==> config.mk <==
export PLATFORM = sky130hd
export DESIGN_NAME = barrel_rotl_pipe
export DESIGN_NICKNAME = d
export VERILOG_FILES = /design/src/rtl/barrel_rotl_pipe.sv
export SDC_FILE = /design/constraint.sdc
export NUM_CORES = 1
export LEC_CHECK = 0
export ABC_AREA = 1
export CORE_AREA = 3 3 40 42
export DETAILED_ROUTE_END_ITERATION = 8
export DIE_AREA = 0 0 43 45
export DONT_BUFFER_PORTS = 1
export PLACE_DENSITY = 0.7
export SLEW_MARGIN = 25
export SYNTH_ARGS = -nofsm -noshare
export SYNTH_HDL_FRONTEND = slang
export SYNTH_SLANG_ARGS = --single-unit
==> constraint.sdc <==
create_clock -name clk -period 2.7 [get_ports clk]
set_input_delay 0.81 -clock clk [delete_from_list [all_inputs] [get_ports clk]]
set_output_delay 0.81 -clock clk [all_outputs]
set_load 0.01 [all_outputs]
==> src/rtl/barrel_rotl_pipe.sv <==
// Pipelined rotate-left with valid/ready on both sides; stage k rotates by 2^k.
// Restores words that went through the rotate-right shifter with the same amount.

module barrel_rotl_stage #(
  parameter int WIDTH = 4,
  parameter int SHW   = 2,
  parameter int K     = 0
) (
  input  logic             clk,
  input  logic             rst_n,
  input  logic             up_vld_i,
  input  logic [WIDTH-1:0] up_data_i,
  input  logic [SHW-1:0]   up_sh_i,
  input  logic             dn_rdy_i,
  output logic             rdy_o,
  output logic             vld_o,
  output logic [WIDTH-1:0] data_o,
  output logic [SHW-1:0]   sh_o
);
  localparam int ROT = 1 << K;
  localparam logic [SHW-1:0] ONES = '1;
  // Only the shift bits still to be consumed downstream are carried forward.
  localparam logic [SHW-1:0] KEEP = ONES << (K + 1);

  logic [WIDTH-1:0] rot;
  logic [WIDTH-1:0] data_d, data_q;
  logic [SHW-1:0]   sh_d, sh_q;
  logic             vld_d, vld_q;

  for (genvar i = 0; i < WIDTH; i++) begin : g_rot
    assign rot[i] = up_data_i[(i + WIDTH - ROT) % WIDTH];
  end

  assign data_d = up_sh_i[K] ? rot : up_data_i;
  assign sh_d   = up_sh_i & KEEP;
  assign vld_d  = up_vld_i;

  // An empty stage always accepts, which lets bubbles collapse under a stall.
  assign rdy_o = !vld_q || dn_rdy_i;

  always_ff @(posedge clk or negedge rst_n) begin
    if (!rst_n) begin
      data_q <= '0;
      sh_q   <= '0;
      vld_q  <= 1'b0;
    end else if (rdy_o) begin
      data_q <= data_d;
      sh_q   <= sh_d;
      vld_q  <= vld_d;
    end
  end

  assign vld_o  = vld_q;
  assign data_o = data_q;
  assign sh_o   = sh_q;
endmodule

module barrel_rotl_pipe #(
  parameter int WIDTH = 4,
  parameter int SHW   = $clog2(WIDTH)
) (
  input  logic             clk,
  input  logic             rst_n,
  input  logic             in_valid,
  output logic             in_ready,
  input  logic [WIDTH-1:0] in_data,
  input  logic [SHW-1:0]   in_shift,
  output logic             out_valid,
  input  logic             out_ready,
  output logic [WIDTH-1:0] out_data
);
  logic [SHW:0]              vld_pipe;
  logic [SHW:0]              rdy;
  logic [SHW:0][WIDTH-1:0]   dat;
  logic [SHW-1:0][SHW-1:0]   sh;

  assign vld_pipe[0] = in_valid;
  assign dat[0]      = in_data;
  assign sh[0]       = in_shift;
  assign rdy[SHW]    = out_ready;

  for (genvar k = 0; k < SHW; k++) begin : g_stage
    if (k == SHW - 1) begin : g_last
      barrel_rotl_stage #(.WIDTH(WIDTH), .SHW(SHW), .K(k)) u_stage (
        .clk       (clk),
        .rst_n     (rst_n),
        .up_vld_i  (vld_pipe[k]),
        .up_data_i (dat[k]),
        .up_sh_i   (sh[k]),
        .dn_rdy_i  (rdy[k+1]),
        .rdy_o     (rdy[k]),
        .vld_o     (vld_pipe[k+1]),
        .data_o    (dat[k+1]),
        .sh_o      ()
      );
    end else begin : g_mid
      barrel_rotl_stage #(.WIDTH(WIDTH), .SHW(SHW), .K(k)) u_stage (
        .clk       (clk),
        .rst_n     (rst_n),
        .up_vld_i  (vld_pipe[k]),
        .up_data_i (dat[k]),
        .up_sh_i   (sh[k]),
        .dn_rdy_i  (rdy[k+1]),
        .rdy_o     (rdy[k]),
        .vld_o     (vld_pipe[k+1]),
        .data_o    (dat[k+1]),
        .sh_o      (sh[k+1])
      );
    end
  end

  assign in_ready  = rdy[0];
  assign out_valid = vld_pipe[SHW];
  assign out_data  = dat[SHW];
endmodule

==> reports/results.tsv <==
metric	value	unit
CTS buffer count	3	
Cell variety after synth	11	
Vias per Instance	4.83	
clock slew at reported path FFs	0.07	ns
antenna violations before repair	0	
total track usage	13.4	%
Final setup viols	0	
Worst-Skew Late Latency	0.27	ns
Gate Count Post-Synth	75	
global-route wire length before repair	1780	microns
worst hold slack	0.228	ns
number of antenna diodes	0	
die outline area	0.00194	sq mm
final-report hold violation count	0	
post-detail-place hpwl	819	microns
grt total ovfl	0	
post-CTS setup buffer count	0	
Static Leakage	0.000333	uW
delay-heaviest family, CP	flip-flops	
floorplan die width	43	microns
post-CTS sizing	0	
number of flip-flops and latches in the synthesized netlist	11	
outcome	finished, final reports clean	
Core ar.	0.00128	sq mm
Non-Filler Cell Area, Final	588	sq um
Setup Skew	0.00572	ns
fin util	45.8	%
cell with the largest stage delay on the worst path	sky130_fd_sc_hd__dfrtp_1	
PnR Total Power	379	uW
Clock Sinks	11	
critical path capture point	in_ready	
Min-Delay Path Class	input port to async pin	
Placement Rows	13	
syn nets	85	
final estimated routing congestion in global placement	0.679	
startpoint kind of the worst setup timing path	flop	
count of synthesis-stage warnings from yosys	0	
crit-path max cell delay	0.63	ns
synthesized area per cell	7.64	sq um
Total Routed Length	1070	microns
slew at the pin closest to its max-slew limit	0.459	ns
power per standard cell area	645	mW/mm^2
vertical die dimension	45	microns
Setup crit start	g_stage[1].g_last.u_stage.vld_o	
Port Buf Inserts	0	
Reg2Reg Setup Slack	1.56	ns
deepest clock path buffer count	2	
sequential share of the synthesized area	48.0	%
depth of the CTS H-tree	1	
Worst Path Arrival	1.08	ns
worst-case reg-to-reg path depth	3	
routed length per placed instance	11.9	microns
num ports	16	
fin. max-slew vios	0	
area added between synthesis and finish	2.62	%
VDD IR-drop max	0.216	mV
Remaining DRCs	0	
worst slew slack as a fraction of its limit	69.4	%
cts hold-fix bufs	0	
Initial Utilization	44.6	%
placed instance area	562	sq um
number of vias after detailed routing	435	
post-synthesis instance area	573	sq um
beginning of the worst register-to-register path	g_stage[1].g_last.u_stage.vld_o	
critical path required time	1.89	ns
final net count	86	
post-route clock period utilization	70.1	%
drt initial violations	5	
ratio of cells with drive above 1 in the final layout	9.33	%
root cell of the clock tree	sky130_fd_sc_hd__clkbuf_4	
unrepaired setup endpoints after global routing	no	
reg2reg end	g_stage[1].g_last.u_stage.vld_o	
pin count of the biggest net entering global routing	12	
CP Depth	1	
CTS tree	done	
Buf/Inv on CP	0	
cell chain of the critical path	nand3_4	
category of the worst setup path capture point	output port	
count of maximum capacitance violations	0	
max frequency	0.528	GHz
critical-path maximum fanout	8	
TritonRoute pass-1 iters	3	
minimum clock period after layout	1.89	ns
path type of the worst setup path	flop to output port	
number of global-route vias before repair	406	
setup total negative slack	0	ns
ANT nets after route	0	
==> kinds of logic (layout without fill, tap and decap cells) <==
| family | after synthesis | count (layout) | synth area share (%) |
|---|---|---|---|
| buffers and inverters | 13 | 13 | 11.4 |
| DFF | 11 | 11 | 48.0 |
| and+or+nand+nor | 51 | 51 | 40.6 |
==> registers in the layout, indices dropped and copies added, names as in the netlist <==
signal,flops
g_stage.g_mid.u_stage.vld_o,1
g_stage.g_last.u_stage.vld_o,1
g_stage.g_last.u_stage.data_o,4
g_stage.g_mid.u_stage.sh_o,1
g_stage.g_mid.u_stage.data_o,4
==> synth_stat cells <==
master	instances	share of area (%)
sky130_fd_sc_hd__buf_4	4	5.2
sky130_fd_sc_hd__nand3_4	1	3.1
sky130_fd_sc_hd__nand4_1	5	5.5
sky130_fd_sc_hd__dfrtp_1	11	48
sky130_fd_sc_hd__nand2_1	39	26
sky130_fd_sc_hd__inv_1	7	4.6
sky130_fd_sc_hd__inv_2	1	0.65
sky130_fd_sc_hd__nand2_4	1	2.0
sky130_fd_sc_hd__clkinv_2	1	0.87
sky130_fd_sc_hd__or2_1	1	1.1
sky130_fd_sc_hd__nand3_1	4	3.5
==> routing by layer <==
| metal | global-route usage (%) | vias up | wire (microns) |
|---|---|---|---|
| met3 | 6.37 | 2 | 52 |
| li1 | - | 228 | - |
| met2 | 20.4 | 11 | 508 |
| met4 | 9.04 | 0 | 11 |
| met1 | 15.0 | 194 | 502 |
| met5 | 0 | - | 0 |
==> report_power, final <==
part	switching, uW	internal, uW	total (uW)
sequential	27.4	187	215
combinational	31.3	20.3	51.5
clock	55.7	57.1	113
total	114	265	379
==> how the worst min path moves through the flow <==
stage / startpoint / endpoint / slack (ns) / cells past startpoint
after floorplan: g_stage[1].g_last.u_stage.data_o[0] / g_stage[1].g_last.u_stage.data_o[0] / 0.45 / 2
after global placement: rst_n / g_stage[1].g_last.u_stage.vld_o / 0.51 / 0
after detailed placement: rst_n / g_stage[1].g_last.u_stage.data_o[3] / 0.51 / 0
after CTS: rst_n / g_stage[1].g_last.u_stage.data_o[0] / 0.22 / 0
after global routing: rst_n / g_stage[1].g_last.u_stage.data_o[3] / 0.20 / 0
final: rst_n / g_stage[0].g_mid.u_stage.data_o[3] / 0.23 / 0
==> area by class of cell <==
type	instances	area, sq um
flip-flops and latches	11	275
inverters	9	35.0
multi-input cells	51	233
clock buffers	4	26.3
fillers	128	697
well taps	15	18.8
==> layout by cell type, fill, tap and decap left out, drive strengths merged <==
master | Yosys | layout
clkbuf | 0 | 4
nand4 | 5 | 5
dfrtp | 11 | 11
or2 | 1 | 1
nand2 | 40 | 40
clkinv | 1 | 1
nand3 | 5 | 5
inv | 8 | 8
==> through the flow <==
| stage | cells | worst slack [ns] |
|---|---|---|
| after floorplan | 75 | 0.853 |
| after global placement | 86 | 0.832 |
| after detailed placement | 86 | 0.816 |
| after CTS | 90 | 0.809 |
| after global routing | 90 | 0.743 |
| final | 90 | 0.806 |
Power figures use the tool's default switching activity.
==> patch 1, RTL diff (config.mk and constraints unchanged) <==
`WIDTH` is set to 4 in 2 places; all go to 8.
--- a/src/rtl/barrel_rotl_pipe.sv
+++ b/src/rtl/barrel_rotl_pipe.sv
@@ -2,7 +2,7 @@
 // Restores words that went through the rotate-right shifter with the same amount.
 
 module barrel_rotl_stage #(
-  parameter int WIDTH = 4,
+  parameter int WIDTH = 8,
   parameter int SHW   = 2,
   parameter int K     = 0
 ) (
@@ -56,7 +56,7 @@
 endmodule
 
 module barrel_rotl_pipe #(
-  parameter int WIDTH = 4,
+  parameter int WIDTH = 8,
   parameter int SHW   = $clog2(WIDTH)
 ) (
   input  logic             clk,
Ports: changed (resized in_data, in_shift and out_data); port bits go from 16 to 25. No check against the original RTL was run, so the function may have changed too.
==> patch 1 against the original RTL <==
The flow now stops in global placement without I/O (3_1_place_gp_skip_io). Area after synthesis rose to 2.8 times the old value.
==> patch 1: results (changes against the original RTL) <==
post-synthesis mux area share=0% (unchanged); Cells after Synth=212 (+180%); Synth async-reset ratio=100% (unchanged); Error=[ERROR GPL-0301] Utilization 137.975 % exceeds 100%.; Post-synth EDFFs=0 (unchanged); flops & latches, synth=30 (+19); outcome=stopped before the end; Seq/Total Area, Yosys=47.4% (-0.60 points); Synth Area in Adders=0% (unchanged); die width=43 um (unchanged); Main synth FF type=dfrtp_1; Halt Stage=global placement without I/O (3_1_place_gp_skip_io); list of most frequent post-synthesis cells=nand2_1, dfrtp_1, inv_1; Net Count, Synth=227 (+170%); Synth Area in Compound Gates=5.06% (+5.1 points); top post-synthesis cells by area=dfrtp_1, nand2_1, inv_1; xor and xnor area share after synthesis=0% (unchanged); Yosys cell types=17 (+6); Yosys warnings=0 (unchanged)
## patch 1: changes by cell type after synthesis, sizes merged, moves of 6 or more
cell	delta
nand2	+59
inv	+21
dfrtp	+19
o21ai	+16
buf	+12
nand4	+6
## patch 1: cell families after synthesis
group	count (synthesis)
AO/OA/AOI/OAI	16
buffers and inverters	45
flip-flops	30
AND/OR/NAND/NOR	121
==> patch 2, RTL diff (same flow settings) <==
Made on the original files. Make the reset (`rst_n`) synchronous in one clocked block.
--- a/src/rtl/barrel_rotl_pipe.sv
+++ b/src/rtl/barrel_rotl_pipe.sv
@@ -38,7 +38,7 @@
   // An empty stage always accepts, which lets bubbles collapse under a stall.
   assign rdy_o = !vld_q || dn_rdy_i;
 
-  always_ff @(posedge clk or negedge rst_n) begin
+  always_ff @(posedge clk) begin
     if (!rst_n) begin
       data_q <= '0;
       sh_q   <= '0;
Behaviour: differs if rst_n is asserted again (counterexample within 4 cycles, from zero or initial values and one cycle with rst_n low); with rst_n held inactive, the same outputs for 10 cycles.
==> patch 2 against the original RTL <==
Routed wire length is 8.0% lower. Clock skew decreased by 0.0023 ns. Setup slack got worse by 0.051 ns. Core utilization decreased by 2.1 points. Die area is the same. Design area down 4.7%. Sequential cell count stayed put. Area after synthesis down 3.3%. Sequential power down 14%. Synthesized cell count up 13%. Count of clock-buffer cells in the layout is the same. Total power decreased by 15%.
==> patch 2: results (changes against the original RTL) <==
outcome=finished, final reports clean; CP arrival=1.13 ns (+0.05 ns); delay-heaviest family, CP=buffers and inverters; Finished Layout Cells=98 (+8.9%); vias per std cell=4.86 (+0.49%); flop2flop setup slack=1.67 ns (+0.11 ns); post-synth top area share=39.7% (-8.3 points); global-route usage over all layers=11.7% (-1.8 points); Synth async-reset ratio=0% (-100 points); dpl cell area=534 um^2 (-4.9%); share of cells above drive strength 1=8.43% (-0.90 points); Seq/Total Area, Yosys=39.7% (-8.3 points); critical-path cell with the highest stage delay=inv_1; gp weighted congestion=0.784 (+16%); Setup Buffers After CTS=0 (unchanged); sw power=81.2 uW (-29%); worst hold slack=0.582 ns (+0.354 ns); top post-synthesis cells by area=dfxtp_1, nand2_1, nor2_1; Net Count, Synth=95 (+12%); pwr/cell area=578 nW/um^2 (-10%); Worst R2R Start=g_stage[1].g_last.u_stage.vld_o; Cells after Synth=85 (+13%); Fin Clk Skew=0.00337 ns (-0.00235 ns); CP Max Fanout=6 (-2); Placed Cells=94 (+9.3%); first-pass GRT wire length=1700 um (-4.7%); fillers=135 (+5.5%); HP Class=register to register; Initial DRC Count=11 (+6); post-DR wirelength/cell=10.1 um (-16%); maximum vdd drop=0.000274 V (+27%); list of most frequent post-synthesis cells=nand2_1, nor2_1, dfxtp_1; Main synth FF type=dfxtp_1; measured slew at the worst slew-check pin=0.376 ns (-0.0834 ns)
[patch 2: cell count changes after synthesis, moves of 2 or more]
cell	delta
nor2_1	+20
nand2_1	-17
dfrtp_1	-11
dfxtp_1	+11
o21ai_0	+8
nand3_1	-4
inv_1	+2
[patch 2: worst paths after layout]
check	cells after the start	to
hold reg to reg	2	g_stage[1].g_last.u_stage.vld_o
setup / recovery	2	in_ready
hold / removal	2	g_stage[1].g_last.u_stage.vld_o
setup reg to reg	3	g_stage[1].g_last.u_stage.data_o[1]
[patch 2: layout make-up]
type	count	area share, %
tap	15	3.35
inverter	11	7.81
clock buffer	4	4.69
multi-input combinational	57	44.9
sequential	11	39.3
[patch 2: metal layers]
metal  vias up  part of all wire, %  GRT usage [%]
met5         -                    0              0
met4         0                    0           1.81
met3         0                  5.8           6.77
met2        13                   51           20.4
met1       207                   43           12.5
li1        256                    -              -
[patch 2: power groups by stage]
stage	Sequential, mW	Clock [mW]	Combinational (mW)
6_report	0.185	0.108	0.0310
5_1_grt	0.187	0.121	0.0375
4_1_cts	0.185	0.112	0.0313
3_5_place_dp	0.189	0	0.0312
3_3_place_gp	0.189	0	0.0305
2_1_floorplan	0.183	0	0.0378
[patch 2: kinds of logic (layout without fill, tap and decap cells)]
| family | Yosys count | count (layout) |
|---|---|---|
| buffers and inverters | 17 | 15 |
| AO/OA/AOI/OAI | 9 | 9 |
| AND/OR/NAND/NOR | 48 | 48 |
| flip-flops | 11 | 11 |
[patch 2: through the flow]
stage / power (mW) / setup slack (ns)
after global routing: 0.345 / 0.696
after floorplan: 0.221 / 0.802
after CTS: 0.329 / 0.759
after detailed placement: 0.220 / 0.759
final: 0.324 / 0.755
after global placement: 0.219 / 0.770
